[src/rtl/mem_access_if.sv]
// Bundle of upstream request, data-memory bus and MEM/WB result signals for mem_access.
// master = the memory-access stage; slave = its environment (upstream, memory, MEM/WB).
interface mem_access_if;
  logic        invalid;
  logic        memread;
  logic        memwrite;
  logic [1:0]  memsize;
  logic        memunsigned;
  logic [31:0] aluin;
  logic [31:0] writedata;
  logic [4:0]  rdin;
  logic        regwritein;
  logic        stall;
  logic        dreq;
  logic        dwe;
  logic [31:0] daddr;
  logic [31:0] dwdata;
  logic [3:0]  dbe;
  logic        dack;
  logic [31:0] drdata;
  logic        outvalid;
  logic [31:0] aluresult;
  logic [31:0] memreadout;
  logic [4:0]  rdout;
  logic        regwriteout;
  logic        memtoreg;
  logic        misalign;

  modport master (
    input  invalid, memread, memwrite, memsize, memunsigned, aluin, writedata,
           rdin, regwritein, dack, drdata,
    output stall, dreq, dwe, daddr, dwdata, dbe, outvalid, aluresult,
           memreadout, rdout, regwriteout, memtoreg, misalign
  );

  modport slave (
    output invalid, memread, memwrite, memsize, memunsigned, aluin, writedata,
           rdin, regwritein, dack, drdata,
    input  stall, dreq, dwe, daddr, dwdata, dbe, outvalid, aluresult,
           memreadout, rdout, regwriteout, memtoreg, misalign
  );
endinterface

[src/rtl/mem_access.sv]
// MEM stage: single-outstanding req/ack data-memory access with load alignment/extension.
// Optional MEM_MISALIGN_TRAP_EN: misaligned half/word accesses trap instead of issuing.
module mem_access (
  input  logic         clk,
  input  logic         rst,
  mem_access_if.master io
);
  typedef enum logic {S_IDLE = 1'b0, S_BUSY = 1'b1} state_t;

  state_t      r_state;
  logic [31:0] r_addr;
  logic [31:0] r_wdata;
  logic [3:0]  r_be;
  logic [1:0]  r_size;
  logic        r_uns;
  logic        r_we;
  logic        r_regwr;
  logic [4:0]  r_rd;

  logic        r_outvalid;
  logic [31:0] r_aluresult;
  logic [31:0] r_memreadout;
  logic [4:0]  r_rdout;
  logic        r_regwriteout;
  logic        r_memtoreg;
  logic        r_misalign;

  logic        w_memop;
  logic        w_trap;
  logic        w_busy;
  logic        w_accept;
  logic [3:0]  w_be;
  logic [31:0] w_wdata;
  logic [7:0]  w_lane8;
  logic [15:0] w_lane16;
  logic [31:0] w_ldata;

  assign w_memop  = io.memread | io.memwrite;
  assign w_busy   = (r_state == S_BUSY);

`ifdef MEM_MISALIGN_TRAP_EN
  logic w_mis;
  assign w_mis  = ((io.memsize == 2'b01) && io.aluin[0]) ||
                  (io.memsize[1] && (io.aluin[1:0] != 2'b00));
  assign w_trap = io.invalid && w_memop && w_mis;
`else
  assign w_trap = 1'b0;
`endif

  assign w_accept = (r_state == S_IDLE) && io.invalid && w_memop && !w_trap;

  // Store lane steering: data replicated across lanes, enables select the target bytes.
  always_comb begin
    w_be    = 4'b1111;
    w_wdata = io.writedata;
    case (io.memsize)
      2'b00: begin
        w_be    = 4'b0001 << io.aluin[1:0];
        w_wdata = {4{io.writedata[7:0]}};
      end
      2'b01: begin
        w_be    = 4'b0011 << {io.aluin[1], 1'b0};
        w_wdata = {2{io.writedata[15:0]}};
      end
      default: ;
    endcase
  end

  always_comb begin
    w_lane8 = io.drdata[7:0];
    case (r_addr[1:0])
      2'b01:   w_lane8 = io.drdata[15:8];
      2'b10:   w_lane8 = io.drdata[23:16];
      2'b11:   w_lane8 = io.drdata[31:24];
      default: ;
    endcase
    w_lane16 = r_addr[1] ? io.drdata[31:16] : io.drdata[15:0];
    case (r_size)
      2'b00:   w_ldata = {{24{!r_uns && w_lane8[7]}}, w_lane8};
      2'b01:   w_ldata = {{16{!r_uns && w_lane16[15]}}, w_lane16};
      default: w_ldata = io.drdata;
    endcase
  end

  // Reset gates stall so an abandoned transaction never holds upstream.
  assign io.stall  = !rst && (w_accept || (w_busy && !io.dack));
  assign io.dreq   = w_busy;
  assign io.dwe    = w_busy && r_we;
  assign io.daddr  = w_busy ? {r_addr[31:2], 2'b00} : 32'h0;
  assign io.dwdata = w_busy ? r_wdata : 32'h0;
  assign io.dbe    = w_busy ? r_be : 4'h0;

  assign io.outvalid    = r_outvalid;
  assign io.aluresult   = r_aluresult;
  assign io.memreadout  = r_memreadout;
  assign io.rdout       = r_rdout;
  assign io.regwriteout = r_regwriteout;
  assign io.memtoreg    = r_memtoreg;
  assign io.misalign    = r_misalign;

  always_ff @(posedge clk or posedge rst) begin
    if (rst) begin
      r_state       <= S_IDLE;
      r_addr        <= '0;
      r_wdata       <= '0;
      r_be          <= '0;
      r_size        <= '0;
      r_uns         <= 1'b0;
      r_we          <= 1'b0;
      r_regwr       <= 1'b0;
      r_rd          <= '0;
      r_outvalid    <= 1'b0;
      r_aluresult   <= '0;
      r_memreadout  <= '0;
      r_rdout       <= '0;
      r_regwriteout <= 1'b0;
      r_memtoreg    <= 1'b0;
      r_misalign    <= 1'b0;
    end else begin
      r_outvalid <= 1'b0;
      r_misalign <= 1'b0;
      if (r_state == S_IDLE) begin
        if (w_accept) begin
          r_addr  <= io.aluin;
          r_wdata <= w_wdata;
          r_be    <= w_be;
          r_size  <= io.memsize;
          r_uns   <= io.memunsigned;
          r_we    <= io.memwrite;
          r_regwr <= io.regwritein;
          r_rd    <= io.rdin;
          r_state <= S_BUSY;
        end else if (io.invalid) begin
          r_outvalid    <= 1'b1;
          r_aluresult   <= io.aluin;
          r_rdout       <= io.rdin;
          r_regwriteout <= io.regwritein && !w_trap;
          r_memreadout  <= '0;
          r_memtoreg    <= 1'b0;
          r_misalign    <= w_trap;
        end
      end else if (io.dack) begin
        r_outvalid    <= 1'b1;
        r_aluresult   <= r_addr;
        r_rdout       <= r_rd;
        r_regwriteout <= r_regwr && !r_we;
        r_memreadout  <= r_we ? 32'h0 : w_ldata;
        r_memtoreg    <= !r_we;
        r_state       <= S_IDLE;
      end
    end
  end
endmodule

[src/flat_wrapper.sv]
// flat-port wrapper written by rule: the top's interface ports become plain ports
module mem_access_flat 
  (clk, rst, io_invalid, io_memread, io_memwrite, io_memsize, io_memunsigned, io_aluin, io_writedata, io_rdin, io_regwritein, io_dack, io_drdata, io_stall, io_dreq, io_dwe, io_daddr, io_dwdata, io_dbe, io_outvalid, io_aluresult, io_memreadout, io_rdout, io_regwriteout, io_memtoreg, io_misalign);
  mem_access_if io_i ();
  input  logic clk;
  input  logic rst;
  input wire logic [$bits(io_i.invalid)-1:0] io_invalid;
  input wire logic [$bits(io_i.memread)-1:0] io_memread;
  input wire logic [$bits(io_i.memwrite)-1:0] io_memwrite;
  input wire logic [$bits(io_i.memsize)-1:0] io_memsize;
  input wire logic [$bits(io_i.memunsigned)-1:0] io_memunsigned;
  input wire logic [$bits(io_i.aluin)-1:0] io_aluin;
  input wire logic [$bits(io_i.writedata)-1:0] io_writedata;
  input wire logic [$bits(io_i.rdin)-1:0] io_rdin;
  input wire logic [$bits(io_i.regwritein)-1:0] io_regwritein;
  input wire logic [$bits(io_i.dack)-1:0] io_dack;
  input wire logic [$bits(io_i.drdata)-1:0] io_drdata;
  output wire logic [$bits(io_i.stall)-1:0] io_stall;
  output wire logic [$bits(io_i.dreq)-1:0] io_dreq;
  output wire logic [$bits(io_i.dwe)-1:0] io_dwe;
  output wire logic [$bits(io_i.daddr)-1:0] io_daddr;
  output wire logic [$bits(io_i.dwdata)-1:0] io_dwdata;
  output wire logic [$bits(io_i.dbe)-1:0] io_dbe;
  output wire logic [$bits(io_i.outvalid)-1:0] io_outvalid;
  output wire logic [$bits(io_i.aluresult)-1:0] io_aluresult;
  output wire logic [$bits(io_i.memreadout)-1:0] io_memreadout;
  output wire logic [$bits(io_i.rdout)-1:0] io_rdout;
  output wire logic [$bits(io_i.regwriteout)-1:0] io_regwriteout;
  output wire logic [$bits(io_i.memtoreg)-1:0] io_memtoreg;
  output wire logic [$bits(io_i.misalign)-1:0] io_misalign;
  assign io_i.invalid = io_invalid;
  assign io_i.memread = io_memread;
  assign io_i.memwrite = io_memwrite;
  assign io_i.memsize = io_memsize;
  assign io_i.memunsigned = io_memunsigned;
  assign io_i.aluin = io_aluin;
  assign io_i.writedata = io_writedata;
  assign io_i.rdin = io_rdin;
  assign io_i.regwritein = io_regwritein;
  assign io_i.dack = io_dack;
  assign io_i.drdata = io_drdata;
  assign io_stall = io_i.stall;
  assign io_dreq = io_i.dreq;
  assign io_dwe = io_i.dwe;
  assign io_daddr = io_i.daddr;
  assign io_dwdata = io_i.dwdata;
  assign io_dbe = io_i.dbe;
  assign io_outvalid = io_i.outvalid;
  assign io_aluresult = io_i.aluresult;
  assign io_memreadout = io_i.memreadout;
  assign io_rdout = io_i.rdout;
  assign io_regwriteout = io_i.regwriteout;
  assign io_memtoreg = io_i.memtoreg;
  assign io_misalign = io_i.misalign;
  mem_access u_core (.clk(clk), .rst(rst), .io(io_i));
endmodule
[config.mk]
export PLATFORM = sky130hd
export DESIGN_NAME = mem_access_flat
export DESIGN_NICKNAME = d
export VERILOG_FILES = /design/src/rtl/mem_access_if.sv /design/src/rtl/mem_access.sv /design/src/flat_wrapper.sv
export SDC_FILE = /design/constraint.sdc
export NUM_CORES = 1
export LEC_CHECK = 0
export BUFFER_PORTS_ARGS = -buffer_cell sky130_fd_sc_hd__buf_2
export CAP_MARGIN = 20
export CELL_PAD_IN_SITES_DETAIL_PLACEMENT = 0
export CELL_PAD_IN_SITES_GLOBAL_PLACEMENT = 1
export CORE_ASPECT_RATIO = 0.9
export CORE_MARGIN = 2
export CORE_UTILIZATION = 36
export DETAILED_ROUTE_END_ITERATION = 6
export GPL_TIMING_DRIVEN = 0
export PLACE_DENSITY_LB_ADDON = 0.12
export SYNTH_ARGS = -nofsm -noshare
export SYNTH_HDL_FRONTEND = slang
export SYNTH_SLANG_ARGS = --single-unit
export TNS_END_PERCENT = 5
[constraint.sdc]
create_clock -name clk -period 5.5 [get_ports clk]
set_input_delay 0 -clock clk [delete_from_list [all_inputs] [get_ports clk]]
set_output_delay 0 -clock clk [all_outputs]
set_load 0.02 [all_outputs]
# Word-level counts from Yosys, hierarchy flattened
# Cells that the tools add are included.
totals:
  register_bits: 151
  out_inout_bits: 144
op_classes:
  n_eq_ne: 7
  shift: 2
  n_mux: 36
  bitwise: 2
  n_reduce_logical: 18
ops:
  columns: ["operator", "count"]
  rows:
  - ["$mux 32", 11]
  - ["$pmux 32 s2", 2]
  - ["$pmux 8 s3", 1]
  - ["$mux 5", 4]
  - ["$mux 16", 1]
  - ["$mux 1", 15]
  - ["$logic_and 1x1->1", 8]
  - ["$pmux 4 s2", 1]
  - ["$eq 2x1->1 const B", 3]
  - ["$eq 2x2->1 const B", 2]
  - ["$logic_not 1->1", 4]
  - ["$logic_not 2->1", 2]
  - ["$mux 4", 1]
  - ["$shl 1x2->4 const A", 1]
  - ["$shl 2x2->4 const A", 1]
  - ["$reduce_and 3->1", 1]
  - ["$ne 2x1->1 const B", 1]
  - ["$ne 2x2->1 const B", 1]
  - ["$reduce_and 2->1", 1]
  - ["$reduce_bool 2->1", 1]
  - ["$logic_or 1x1->1", 1]
  - ["$not 1->1", 1]
  - ["$or 1x1->1", 1]

# Depth between registers and ports, before layout
depth:
  ltp_word: 7
  depth_mapped: 8

# Least setup slack after synthesis
# OpenSTA, ideal clock, no wires.
synth_timing:
  path_kind: "input-to-output"
  startpoint: "input rst"
  endpoint: "output io_stall"
  arrival_time_ps: 3653
  slack_ps: 1847
  stages: 2
  n_path_buf: 0
  path_cell_list: "inv_1 and2_1"
synth_between:
  elab_chain_len: 2
synth_lines:
  columns: ["item", "line", "text"]
  rows:
  - ["from (decl)", "flat_wrapper.sv:6", "input logic rst;"]
  - ["$logic_not 1->1", "mem_access.sv:86", "assign io.stall = !rst && (w_accept || (w_busy && !io.dack));"]
  - ["$logic_and 1x1->1", "mem_access.sv:86", null]
  - ["to (decl)", "flat_wrapper.sv:18", "output wire logic [$bits(io_i.stall)-1:0] io_stall;"]
# No other way between the ends.

# Final worst setup path
layout_timing:
  startpoint: "register u_core.r_state (netlist: u_core.io.dreq)"
  endpoint: "output io_dbe[1]"
layout_between:
  elab_chain_len: 1
layout_lines:
  columns: ["item", "line", "text"]
  rows:
  - ["from (decl)", "mem_access.sv:10", "state_t r_state;"]
  - ["from (signal assigned)", "mem_access.sv:103", "r_state <= S_IDLE;"]
  - ["from (signal assigned)", "mem_access.sv:132", "r_state <= S_BUSY;"]
  - ["from (signal assigned)", "mem_access.sv:149", "r_state <= S_IDLE;"]
  - ["$mux 4", "mem_access.sv:91", "assign io.dbe = w_busy ? r_be : 4'h0;"]
  - ["to (decl)", "flat_wrapper.sv:23", "output wire logic [$bits(io_i.dbe)-1:0] io_dbe;"]
# No other way between the ends.

==> reports/results.tsv <==
stage	metric	value	unit
pwr	total leakage power	5.23	nW
sta	final setup violation count	0	
setup_path	R2R depth	7	
setup_path	Largest stage delay, worst path	650	ps
setup_path	crit-path cells	clkbuf_1 > clkbuf_1 > clkbuf_1 > clkbuf_1 > and2_1 > buf_2	
cells_and_area	n_diodes	0	
placed_design	Placed Area	8620	um2
setup_path	Crit path top cell by count	clkbuf_1	
floorplan	core area	19200	um2
placed_design	GPL Wtd Cong	0.787	
placed_design	PortBufs	251	
cells_and_area	layout cells sized above 1	26.0	%
worst_hold_path	Min-Delay Path Depth	4	
sta	Slew HR	41.1	%
sta	Slew @ Worst Pin	881	ps
clocking	clock buffer depth	2	
grt	initial antenna violation count	0	
grt	global-route wire length before repair	36600	um
setup_path	endpoint class of the critical path	output port	
clocking	cts bufs inserted	17	
cells_and_area	area grow syn2layout	46.1	%
setup_path	CP Launch Type	flip-flop	
clocking	Setup Fix Bufs, Post-CTS	0	
routing	DRT Pass-1 Iters	5	
cells_and_area	Nets	1264	
setup_path	reg2reg end	u_core.io.aluresult[10]$_DFFE_PP0P_	
floorplan	Initial Util	36.6	%
routing	# DRC	0	
sta	unrepaired setup endpoints after global routing	no	
setup_path	RR Startpoint	u_core.io.dreq$_DFF_PP0_	
routing	final wirelength	24000	um
sta	Tcrit/Tclk final	53.0	%
flow_run	Max Cap Viol	0	
sta	clock period minus worst slack	2920	ps
floorplan	die area	20600	um2
sta	Clock Skew	6.16	ps
setup_path	Crit-path slowest cell	clkbuf_1	
setup_path	CP required	5500	ps
logic_synthesis	Post-Syn Instances	774	
floorplan	num ports	255	
logic_synthesis	Ys Warns	0	
cells_and_area	post-layout util	53.5	%
grt	largest net degree at the start of global routing	107	
floorplan	Rows	48	
setup_path	Crit Path Category	reg2out	
setup_path	CP Max Fanout	10	
routing	vias per cell	4.83	
floorplan	Die Y	136	um
sta	Fin Hold WS	77.6	ps
logic_synthesis	syn avg cell area	9.06	um2
logic_synthesis	number of synthesized register bits	151	
clocking	Root Driver	clkbuf_16	
sta	max frequency	343	MHz
routing	Wirelength per Cell	17.0	um
pwr	power per cell area	392	nW/um2
pwr	maximum vdd ir drop	0.240	mV
sta	Slew Viols, Final	0	
worst_hold_path	Hold Crit Class	in2reg	
clocking	H-tree depth	4	
outcome	status	finished, final reports clean	
logic_synthesis	sequential area share after synthesis	53.9	%
placed_design	post-detail-place hpwl	17100	um
worst_hold_path	Hold Crit Endpoint	u_core.r_be[2]$_DFFE_PP0P_	
worst_hold_path	worst hold start	io_memsize[0]	
routing	antenna-violating nets left	0	
logic_synthesis	library cells used by synthesis	29	
clocking	Clock Latency Late Sink	420	ps
floorplan	Die X	151	um
sta	Final Hold Fails	0	
grt	GR Overflow Total	0	
logic_synthesis	Syn Std Cell Area	7010	um2
clocking	clk sinks	151	
grt	vias in the first global route	6769	
setup_path	Worst EP arrival	2920	ps
grt	GRT Total Usage	23.2	%
clocking	Clock transition at path regs	60	ps
routing	1st-iter DRT viols	312	
setup_path	r2r setup slk	2820	ps
cells_and_area	Finished Cell Area	10200	um2
clocking	CTS tree	yes	
routing	vias post-DR	6833	
sta	setup TNS	0	ps
[cell type report]
type	count	area [um2]
Timing Repair Buffer	358	2340
Buffer	56	233
Clock inverter	11	101
Inverter	10	45.0
Tap cell	250	313
Fill cell	1855	8910
Multi-Input combinational cell	559	2970
Clock buffer	20	457
Sequential cell	151	3780
[routing by layer]
layer  track usage (%)  part of all wire [%]
met3              5.77                   6.5
met2              36.5                    46
met5                 0                     0
met1              32.4                    47
met4              4.98                  0.73
[where the power goes]
| part | switching [W] | internal [W] |
|---|---|---|
| logic | 0.000846 | 0.000490 |
| registers | 0.000155 | 0.00140 |
| clock network | 0.000476 | 0.000645 |
| total | 0.00148 | 0.00253 |
[per-stage QoR]
stage	cells	setup slack (ps)	power, W
after floorplan	776	1420	0.00235
after global routing	1415	2440	0.00424
final	1415	2580	0.00401
after CTS	1415	2590	0.00404
after detailed placement	1278	2800	0.00286
after global placement	1277	-684	0.00284
[worst max-delay path by stage]
stage,startpoint,cells after the start,endpoint
2_1_floorplan,rst,1,u_core.io.aluresult[0]$_DFFE_PP0P_
3_3_place_gp,rst,2,u_core.io.memreadout[20]$_DFFE_PP0P_
3_5_place_dp,u_core.io.dreq$_DFF_PP0_,7,u_core.io.aluresult[11]$_DFFE_PP0P_
4_1_cts,u_core.io.dreq$_DFF_PP0_,6,io_dbe[1]
5_1_grt,u_core.io.dreq$_DFF_PP0_,6,io_dbe[1]
6_report,u_core.io.dreq$_DFF_PP0_,6,io_dbe[1]
[logic make-up after synthesis]
logic type	Yosys count	synth area share [%]
multiplexers	40	5.73
AND/OR/NAND/NOR	331	20.8
buffers and inverters	66	3.85
other	1	0.0535
flip-flops	151	53.9
AO/OA/AOI/OAI	185	15.7
[flip-flops by register name, indices dropped and copies added, names as in the netlist]
signal and count:
u_core.io.outvalid 1, u_core.r_we 1, u_core.io.memtoreg 1, u_core.io.regwriteout 1, u_core.r_be 4, u_core.io.dreq 1, u_core.io.memreadout 32, u_core.r_size 2
u_core.r_uns 1, u_core.r_regwr 1, u_core.r_wdata 32, u_core.r_addr 32, u_core.io.aluresult 32, u_core.r_rd 5, u_core.io.rdout 5
[layout by cell type, fill, tap and decap left out, drive strengths merged]
master / Yosys / routed
buf: 10 / 262
nand2: 232 / 232
dfrtp: 151 / 151
dlygate4sd3: 0 / 106
o21ai: 102 / 102
and2: 68 / 68
clkbuf: 46 / 66
a21oi: 50 / 50
mux2i: 39 / 39
a221o: 16 / 16
nor2: 15 / 15
inv: 10 / 11
o221a: 8 / 8
or3: 7 / 7
clkinv: 0 / 5
clkinvlp: 0 / 4
nand2b: 3 / 3
a31oi: 3 / 3
conb: 1 / 3
or2: 2 / 2
nor2b: 2 / 2
o21a: 2 / 2
nor4b: 1 / 1
a222oi: 1 / 1
or4: 1 / 1
mux2: 1 / 1
a2111oi: 1 / 1
o2111ai: 1 / 1
o211ai: 1 / 1
bufinv: 0 / 1
[worst max-delay path: cells and delay by family, from the launching register on]
| family | cells | cell delay [ps] |
|---|---|---|
| buffers and inverters | 5 | 1920 |
| flip-flops | 1 | 340 |
| AND/OR/NAND/NOR | 1 | 230 |
[synthesized netlist by cell type]
library cell	n	area share, %
nand2_1	232	12
dfrtp_1	151	54
o21ai_0	102	7.3
and2_1	68	6.1
a21oi_1	50	3.6
clkbuf_1	46	2.5
mux2i_1	39	5.6
nor2_1	15	0.80
a221o_1	13	1.9
inv_1	10	0.54
o221a_2	8	1.3
or3_1	7	0.62
buf_1	5	0.27
buf_4	4	0.43
a221o_2	3	0.48
a31oi_1	3	0.27
nand2b_1	3	0.27
nor2b_1	2	0.18
o21a_1	2	0.21
or2_2	2	0.18
a2111oi_4	1	0.39
a222oi_1	1	0.14
buf_6	1	0.16
conb_1	1	0.053
mux2_2	1	0.16
nor4b_1	1	0.12
o2111ai_1	1	0.12
o211ai_1	1	0.11
or4_1	1	0.11
[repair_timing]
action / 4_1_cts / 5_1_grt
hold buffers: 106 / 0
endpoints found under the hold margin: 193 / 0
gates resized for setup: 0 / 0
Note: power is estimated with default switching activity, not from simulation.
